$ cat src/rtl/pattern_gen_pkg.sv
// rtl/pattern_gen_pkg.sv - shared types and constants for the pattern FIFO write generator
package pattern_gen_pkg;

  typedef enum logic [2:0] {
    MODE_INCR   = 3'd0,
    MODE_DECR   = 3'd1,
    MODE_ZF     = 3'd2,
    MODE_5A     = 3'd3,
    MODE_PRBS31 = 3'd4,
    MODE_WALK1  = 3'd5
  } mode_t;

  typedef enum logic [1:0] {
    IDLE  = 2'd0,
    RUN   = 2'd1,
    STALL = 2'd2
  } state_t;

  // x^31 + x^28 + 1
  localparam int PRBS_TAP_A = 31;
  localparam int PRBS_TAP_B = 28;

  localparam logic [3:0] NIBBLE_5 = 4'h5;
  localparam logic [3:0] NIBBLE_A = 4'hA;

  // Codes 6 and 7 fall back to incrementing.
  function automatic mode_t decode_mode(input logic [2:0] p);
    if (p > 3'd5) return MODE_INCR;
    return mode_t'(p);
  endfunction

endpackage

$ cat src/rtl/pattern_word_gen.sv
// rtl/pattern_word_gen.sv - word(k) mux and PRBS-31 register for the pattern generator
module pattern_word_gen
  import pattern_gen_pkg::*;
#(
  parameter int          DATA_W    = 32,
  parameter int          BLK_LOG2  = 16,
  parameter int          WALK_W    = 5,
  parameter logic [30:0] PRBS_SEED = 31'h7FFF_FFFF
) (
  input  logic                digiclk,
  input  logic                reset,
  input  mode_t               mode,
  input  logic [DATA_W-1:0]   base,
  input  logic [BLK_LOG2-1:0] k,
  input  logic [WALK_W-1:0]   walk_pos,
  input  logic                advance,
  output logic [DATA_W-1:0]   word
);

  logic [30:0]       prbs_q;
  logic [30:0]       prbs_nxt;
  logic [DATA_W-1:0] prbs_word;
  logic [DATA_W-1:0] incr_word;
  logic [3:0]        nib;

  // DATA_W serial shifts per word; the word is the register after stepping.
  always_comb begin
    prbs_nxt = prbs_q;
    for (int i = 0; i < DATA_W; i++) begin
      prbs_nxt = {prbs_nxt[29:0], prbs_nxt[PRBS_TAP_A-1] ^ prbs_nxt[PRBS_TAP_B-1]};
    end
    prbs_word = DATA_W'(64'(prbs_nxt));
  end

  always_ff @(posedge digiclk) begin
    if (reset) begin
      prbs_q <= PRBS_SEED;
    end else if (advance) begin
      prbs_q <= prbs_nxt;
    end
  end

  always_comb begin
    incr_word = base + DATA_W'(k);
    nib       = k[1] ? NIBBLE_A : NIBBLE_5;
    word      = '0;
    unique case (mode)
      MODE_INCR:   word = incr_word;
      MODE_DECR:   word = ~incr_word;
      MODE_ZF:     word = {DATA_W{k[1]}};
      MODE_5A:     word = DATA_W'({16{nib}});
      MODE_PRBS31: word = prbs_word;
      MODE_WALK1:  word = DATA_W'(1) << walk_pos;
      default:     word = '0;
    endcase
  end

endmodule

$ cat src/rtl/pattern_gen_fifo_ctrl.sv
// rtl/pattern_gen_fifo_ctrl.sv - block pattern writer for PATTERN_FIFO; PATTERN_ERR_INJ_EN adds err_inject
module pattern_gen_fifo_ctrl
  import pattern_gen_pkg::*;
#(
  parameter int          DATA_W    = 32,
  parameter int          BLK_LOG2  = 16,
  parameter int          BLK_CNT_W = 16,
  parameter logic [30:0] PRBS_SEED = 31'h7FFF_FFFF
) (
  input  logic                 digiclk,
  input  logic                 reset,
  input  logic [2:0]           pattern,
  input  logic                 pattern_init,
  input  logic                 pattern_full,
  input  logic                 pattern_empty,
`ifdef PATTERN_ERR_INJ_EN
  input  logic                 err_inject,
`endif
  output logic                 pattern_we,
  output logic [DATA_W-1:0]    pattern_data,
  output logic                 busy,
  output logic [BLK_CNT_W-1:0] blk_cnt,
  output logic                 blk_done
);

  localparam int WALK_W = $clog2(DATA_W);

  state_t              state, state_nxt;
  mode_t               mode_q;
  logic                armed, pending, empty_d;
  logic                start, write, last, err_flip;
  logic [DATA_W-1:0]   base_q, base_nxt, word;
  logic [BLK_LOG2-1:0] k_q;
  logic [WALK_W-1:0]   walk_q;

  // Before arming only pattern_init starts a block; afterwards only FIFO drain does.
  assign start    = armed ? (pattern_empty & ~empty_d) : pattern_init;
  assign last     = (k_q == '1);
  assign base_nxt = DATA_W'(blk_cnt) << BLK_LOG2;
  assign busy     = (state != IDLE);

  always_comb begin
    state_nxt = state;
    write     = 1'b0;
    unique case (state)
      IDLE:    if (start || pending) state_nxt = RUN;
      RUN: begin
        if (pattern_full) begin
          state_nxt = STALL;
        end else begin
          write = 1'b1;
          if (last) state_nxt = IDLE;
        end
      end
      STALL:   if (!pattern_full) state_nxt = RUN;
      default: state_nxt = IDLE;
    endcase
  end

  always_ff @(posedge digiclk) begin
    if (reset) begin
      state        <= IDLE;
      mode_q       <= MODE_INCR;
      armed        <= 1'b0;
      pending      <= 1'b0;
      empty_d      <= 1'b0;
      base_q       <= '0;
      k_q          <= '0;
      walk_q       <= '0;
      pattern_we   <= 1'b0;
      pattern_data <= '0;
      blk_cnt      <= '0;
      blk_done     <= 1'b0;
    end else begin
      state      <= state_nxt;
      empty_d    <= pattern_empty;
      pattern_we <= write;
      blk_done   <= 1'b0;
      if (pattern_init) armed <= 1'b1;

      if (state == IDLE) begin
        if (start || pending) begin
          if (!start) pending <= 1'b0;
          mode_q <= decode_mode(pattern);
          base_q <= base_nxt;
          k_q    <= '0;
          walk_q <= '0;
        end
      end else if (start) begin
        pending <= 1'b1;
      end

      if (write) begin
        pattern_data <= word ^ DATA_W'(err_flip);
        k_q          <= k_q + 1'b1;
        walk_q       <= (walk_q == WALK_W'(DATA_W - 1)) ? '0 : walk_q + 1'b1;
        if (last) begin
          blk_cnt  <= blk_cnt + 1'b1;
          blk_done <= 1'b1;
        end
      end
    end
  end

`ifdef PATTERN_ERR_INJ_EN
  logic err_arm;

  // One-shot: consumed by the next real write, so it survives any stall.
  always_ff @(posedge digiclk) begin
    if (reset) begin
      err_arm <= 1'b0;
    end else begin
      err_arm <= err_inject | (err_arm & ~write);
    end
  end

  assign err_flip = err_arm;
`else
  assign err_flip = 1'b0;
`endif

  pattern_word_gen #(
    .DATA_W   (DATA_W),
    .BLK_LOG2 (BLK_LOG2),
    .WALK_W   (WALK_W),
    .PRBS_SEED(PRBS_SEED)
  ) u_word_gen (
    .digiclk (digiclk),
    .reset   (reset),
    .mode    (mode_q),
    .base    (base_q),
    .k       (k_q),
    .walk_pos(walk_q),
    .advance (write && (mode_q == MODE_PRBS31)),
    .word    (word)
  );

endmodule

$ cat config.mk
export PLATFORM = sky130hd
export DESIGN_NAME = pattern_gen_fifo_ctrl
export DESIGN_NICKNAME = d
export VERILOG_FILES = /design/src/rtl/pattern_gen_pkg.sv /design/src/rtl/pattern_word_gen.sv /design/src/rtl/pattern_gen_fifo_ctrl.sv
export SDC_FILE = /design/constraint.sdc
export NUM_CORES = 1
export LEC_CHECK = 0
export BUFFER_PORTS_ARGS = -buffer_cell sky130_fd_sc_hd__buf_2
export CORE_ASPECT_RATIO = 0.75
export CORE_UTILIZATION = 56
export CTS_CLUSTER_DIAMETER = 100
export CTS_CLUSTER_SIZE = 8
export DETAILED_ROUTE_END_ITERATION = 6
export GPL_TIMING_DRIVEN = 0
export PLACE_DENSITY = 0.88
export SYNTH_ARGS = -nofsm -noshare
export SYNTH_HDL_FRONTEND = slang
export SYNTH_SLANG_ARGS = --single-unit
$ cat constraint.sdc
create_clock -name digiclk -period 3.5 [get_ports digiclk]
set_input_delay 0 -clock digiclk [delete_from_list [all_inputs] [get_ports digiclk]]
set_output_delay 0 -clock digiclk [all_outputs]
set_load 0.01 [all_outputs]
==> reports/results.txt <==
The path class of the tightest hold or removal check is input port to flop. The run gives 0 as the number of diodes added for antenna fixing. The worst register-to-register path begins at state[1]$_SDFFE_PP0P_. The cell taking the most area after synthesis was dfxtp_1.

The synthesized design devotes to its leading area cell type 39.2% of total area. The number of placed instances, taps included, is 955. The critical path goes through clkbuf_1 -> nor3b_2 -> clkbuf_1 -> clkbuf_1 -> o21ai_0 -> a21oi_1. Static timing analysis puts the maximum clock frequency at 405 MHz.

Prevailing post-synth register cell: dfxtp_1. The area enclosed by the die boundary was 0.0119 mm²; the post-CTS setup repair buffer count was 0. At the pin with the least slew margin, the transition time is 741 ps.

In the final routed layout, each cell accounts on average for 19.6 µm. TritonCTS buffer count: 17. Sequential cells were found to cover 39.2% of the synthesized design area. After legalization and detailed placement, the total HPWL measured 13,700 µm. The layout net count is 859.

Of the total synthesized cell area, the portion taken by XOR and XNOR cells is 7.62%. The H-tree was split into 4 levels. The tools report the summed instance area of the synthesized netlist as 0.00644 mm². Share of synthesized area spent on multiplexers: 2.51%. For the final-layout setup total negative slack, the log shows 0 ps. Measured along the x axis, the die boundary spans 126 µm. The run gives 6 as the first-pass iteration count of the detailed router. The number of cells on the worst reg-to-reg path is 6. The leakage power summed over all cells is 0.00290 µW. The count of non-filler cells in the finished layout is 995. In this design, the stage delay of the slowest critical-path cell is 670 ps. Power spread over the standard cell area amounts to 489 mW/mm². The tools report the number of instances resized during post-cts repair as 0. The first global-routing pass estimated 30,300 µm of wire. Summing the areas of all fa, ha and maj instances in the mapped netlist gives 1.90% of the synthesized area. Headroom to the max-slew limit came out at 50.4%. Buffers inserted to repair hold after CTS numbered 8. For this design the total switching power over the nets is 938 µW. The area fraction in and, or, nand and nor cells after synthesis is 20.8%, and the largest fanout on the critical path is 10. The worst clock skew on the final layout came out at 8.95 ps. Measured along the y axis, the die boundary spans 94.9 µm. The cell count after synthesis came out at 757.

Entering global routing, the biggest net connects 17 pins. The first-iteration detailed-routing DRC count is 997. The tools report the initial core utilization as 58.2%. The run gives 33.5% as the total routing resource utilization after global routing. The number of buffers inserted by port buffering came out at 58.

Kind of end point of the critical path: a flop. Counting every net in the synthesized netlist gives 774. The clock network accounts for 50.7% of the total power. The worst register-to-register path has a setup slack of 1030 ps. 59 I/O pins were placed. The shortest clock period the worst path allows after layout is 2470 ps. The worst-case IR drop observed on VDD is 0.403 mV. The logs give 0 for the final-report hold violation count and 2 for the maximum clock insertion buffer count. The average instance in the mapped netlist occupies 8.51 µm². The minimum hold slack was 62.3 ps; the initial antenna violation count was 1.

Cell internal power was estimated by the tool at 2790 µW. In the post-synthesis netlist, the biggest area contributors are dfxtp_1 39%, nand2_1 5.0%, nand3_1 5.0%. For the number of global-route vias before repair, the log shows 5,698. The worst register-to-register path ends at pattern_data[1]$_SDFFE_PP0P_. Layout-stage area growth over the synthesis result: 18.3%. The tools report the total DRC errors in the routed layout as 0. The Yosys step of the flow raised 0 warnings.

The share of cells above drive strength 1 was 13.3%; the number of sinks driven by the clock tree was 126. The tools report the area of the core as 0.0111 mm². Counting stages on the worst path, the most repeated cell is clkbuf_1.

Among all stages on the critical path, the largest delay is contributed by nor3b_2. The total overflow left after global routing is 0. The run gives 19,500 µm as the total wirelength of the detailed-routed design. The flow ran to the end, and the final reports show no timing, DRC or antenna violations. In this run, the combinational gates consume 9.8% of the power. The detailed-route vias per instance was 6.52.

For hold timing, the worst endpoint is pattern_data[15]$_SDFFE_PP0P_. The run gives 0 as the number of max-slew violations in the final report. The main combinational cell family by area after synthesis is compound AO/OA/AOI/OAI gates. Across the run, the number of max-cap violations was 0. Setup repair after global routing left no endpoint under its margin. Data on the critical path is required at its endpoint by 3840 ps. The clock input transition at the sequential cells of the worst setup and hold paths was 60 ps; the remaining antenna violation count was 0. The switching fraction of total power was 25.2%; the total number of placement rows was 33. In the finished design, the share of the clock period the worst path needs comes to 70.6%. For the worst-skew pair, the clock arrives at the later sink with an insertion delay of 420 ps. Clock tree synthesis selected as its root buffer the cell clkbuf_16. The synthesized netlist devotes 23.1% of its cell area to compound gates.

Critical setup path kind: flop to flop. Hold path startpoint: reset. The tools report the arrival time at the worst endpoint as 2820 ps. Of all flip-flops after synthesis, the portion carrying an async set or reset was 0%. Counting instances, the worst hold path has a depth of 4. In this run, synthesis inferred 0 flip-flops with an integrated enable. The number of register bits inferred by synthesis was 126; the distinct cell type count after synthesis was 62.

Routability-driven placement finished with a final weighted congestion of 0.988. The tools report the count of vias placed by the detailed router as 6,483. The worst setup path is launched from a flop. Setup violations remaining at the end of the flow were counted as 0. TritonCTS built the clock tree.

Of the total power, registers draw 39.6%.
-- synthesized netlist by cell type (24+ instances only) --
library cell,count
dfxtp_1,126
nand2_1,86
nand3_1,64
a21oi_1,56
clkbuf_1,51
xnor2_1,31
a22o_1,28
o211ai_1,28
xor2_1,25
nor2_1,24
o21ai_0,24
-- flip-flops by register name (all words and copies together) (netlist names) --
| signal | cells |
|---|---|
| pattern_data | 32 |
| u_word_gen.prbs_q | 31 |
| base_q | 16 |
| blk_cnt | 16 |
| k_q | 16 |
| walk_q | 5 |
| mode_q | 3 |
| state | 2 |
| armed | 1 |
| blk_done | 1 |
| empty_d | 1 |
| pattern_we | 1 |
| pending | 1 |
-- final cells by class --
cell class | instances | area [µm²]
Clock inverter | 13 | 189
Tap cell | 140 | 175
Multi-Input combinational cell | 554 | 3600
Fill cell | 874 | 3450
Buffer | 70 | 285
Inverter | 7 | 26.3
Clock buffer | 19 | 443
Sequential cell | 126 | 2520
Timing Repair Buffer | 66 | 370
-- layout by cell type, fill, tap and decap left out, types with 14 or more instances in the layout --
| cell | n |
|---|---|
| nor2_1 | 24 |
| buf_2 | 70 |
| nand3_1 | 64 |
| clkbuf_1 | 52 |
| o211ai_1 | 28 |
| xor2_1 | 25 |
| clkbuf_16 | 17 |
| dfxtp_1 | 126 |
| o31ai_1 | 14 |
| o21ai_0 | 24 |
| mux2i_1 | 15 |
| a22o_1 | 28 |
| a32oi_1 | 15 |
| nand2_1 | 86 |
| xnor2_1 | 31 |
| a21oi_1 | 56 |
-- layer usage --
layer  vias up  wire [µm]  GRT usage, %
li1       2965          -             -
met1      3021       8560          46.5
met2       440       7940          47.7
met3        57       2530          12.5
met4         0        444          10.4
met5         -          0             0
-- kinds of logic after synthesis --
logic type      after synthesis
flops                       126
simple gates                259
mux                          16
fa+ha+maj                    10
xor+xnor                     56
compound gates              213
buf+inv                      77
-- power by group through the flow --
stage | Sequential, µW | Combinational, µW | Clock (µW)
2_1_floorplan | 1500 | 232 | 0
3_3_place_gp | 1500 | 334 | 0
3_5_place_dp | 1500 | 337 | 0
4_1_cts | 1470 | 349 | 1890
5_1_grt | 1480 | 388 | 1960
6_report | 1470 | 364 | 1890
-- critical path: cells and delay by family (launching register included) --
kind / cells / cell delay [ps]
AOI/OAI and AO/OA: 2 / 290
buffers and inverters: 3 / 1150
DFF: 1 / 290
and+or+nand+nor: 1 / 670
-- through the flow --
stage	worst slack, ps	util (%)	instance area [µm²]	total power [µW]
detailed placement	1130	62.4	6900	1840
global placement	1080	62.4	6900	1840
CTS	1100	68.8	7620	3710
floorplan	1580	-	6440	1740
global route	859	68.8	7620	3820
finish	1030	68.8	7620	3730
-- worst max path at each step --
stage | startpoint | end | depth (start not counted)
global route | state[1]$_SDFFE_PP0P_ | pattern_data[1]$_SDFFE_PP0P_ | 6
CTS | state[1]$_SDFFE_PP0P_ | k_q[4]$_SDFFE_PP0P_ | 6
finish | state[1]$_SDFFE_PP0P_ | pattern_data[1]$_SDFFE_PP0P_ | 6
detailed placement | state[1]$_SDFFE_PP0P_ | k_q[4]$_SDFFE_PP0P_ | 6
floorplan | k_q[0]$_SDFFE_PP0P_ | blk_cnt[12]$_SDFFE_PP0P_ | 6
global placement | state[1]$_SDFFE_PP0P_ | k_q[4]$_SDFFE_PP0P_ | 6
(Power assumes the default switching activity.)
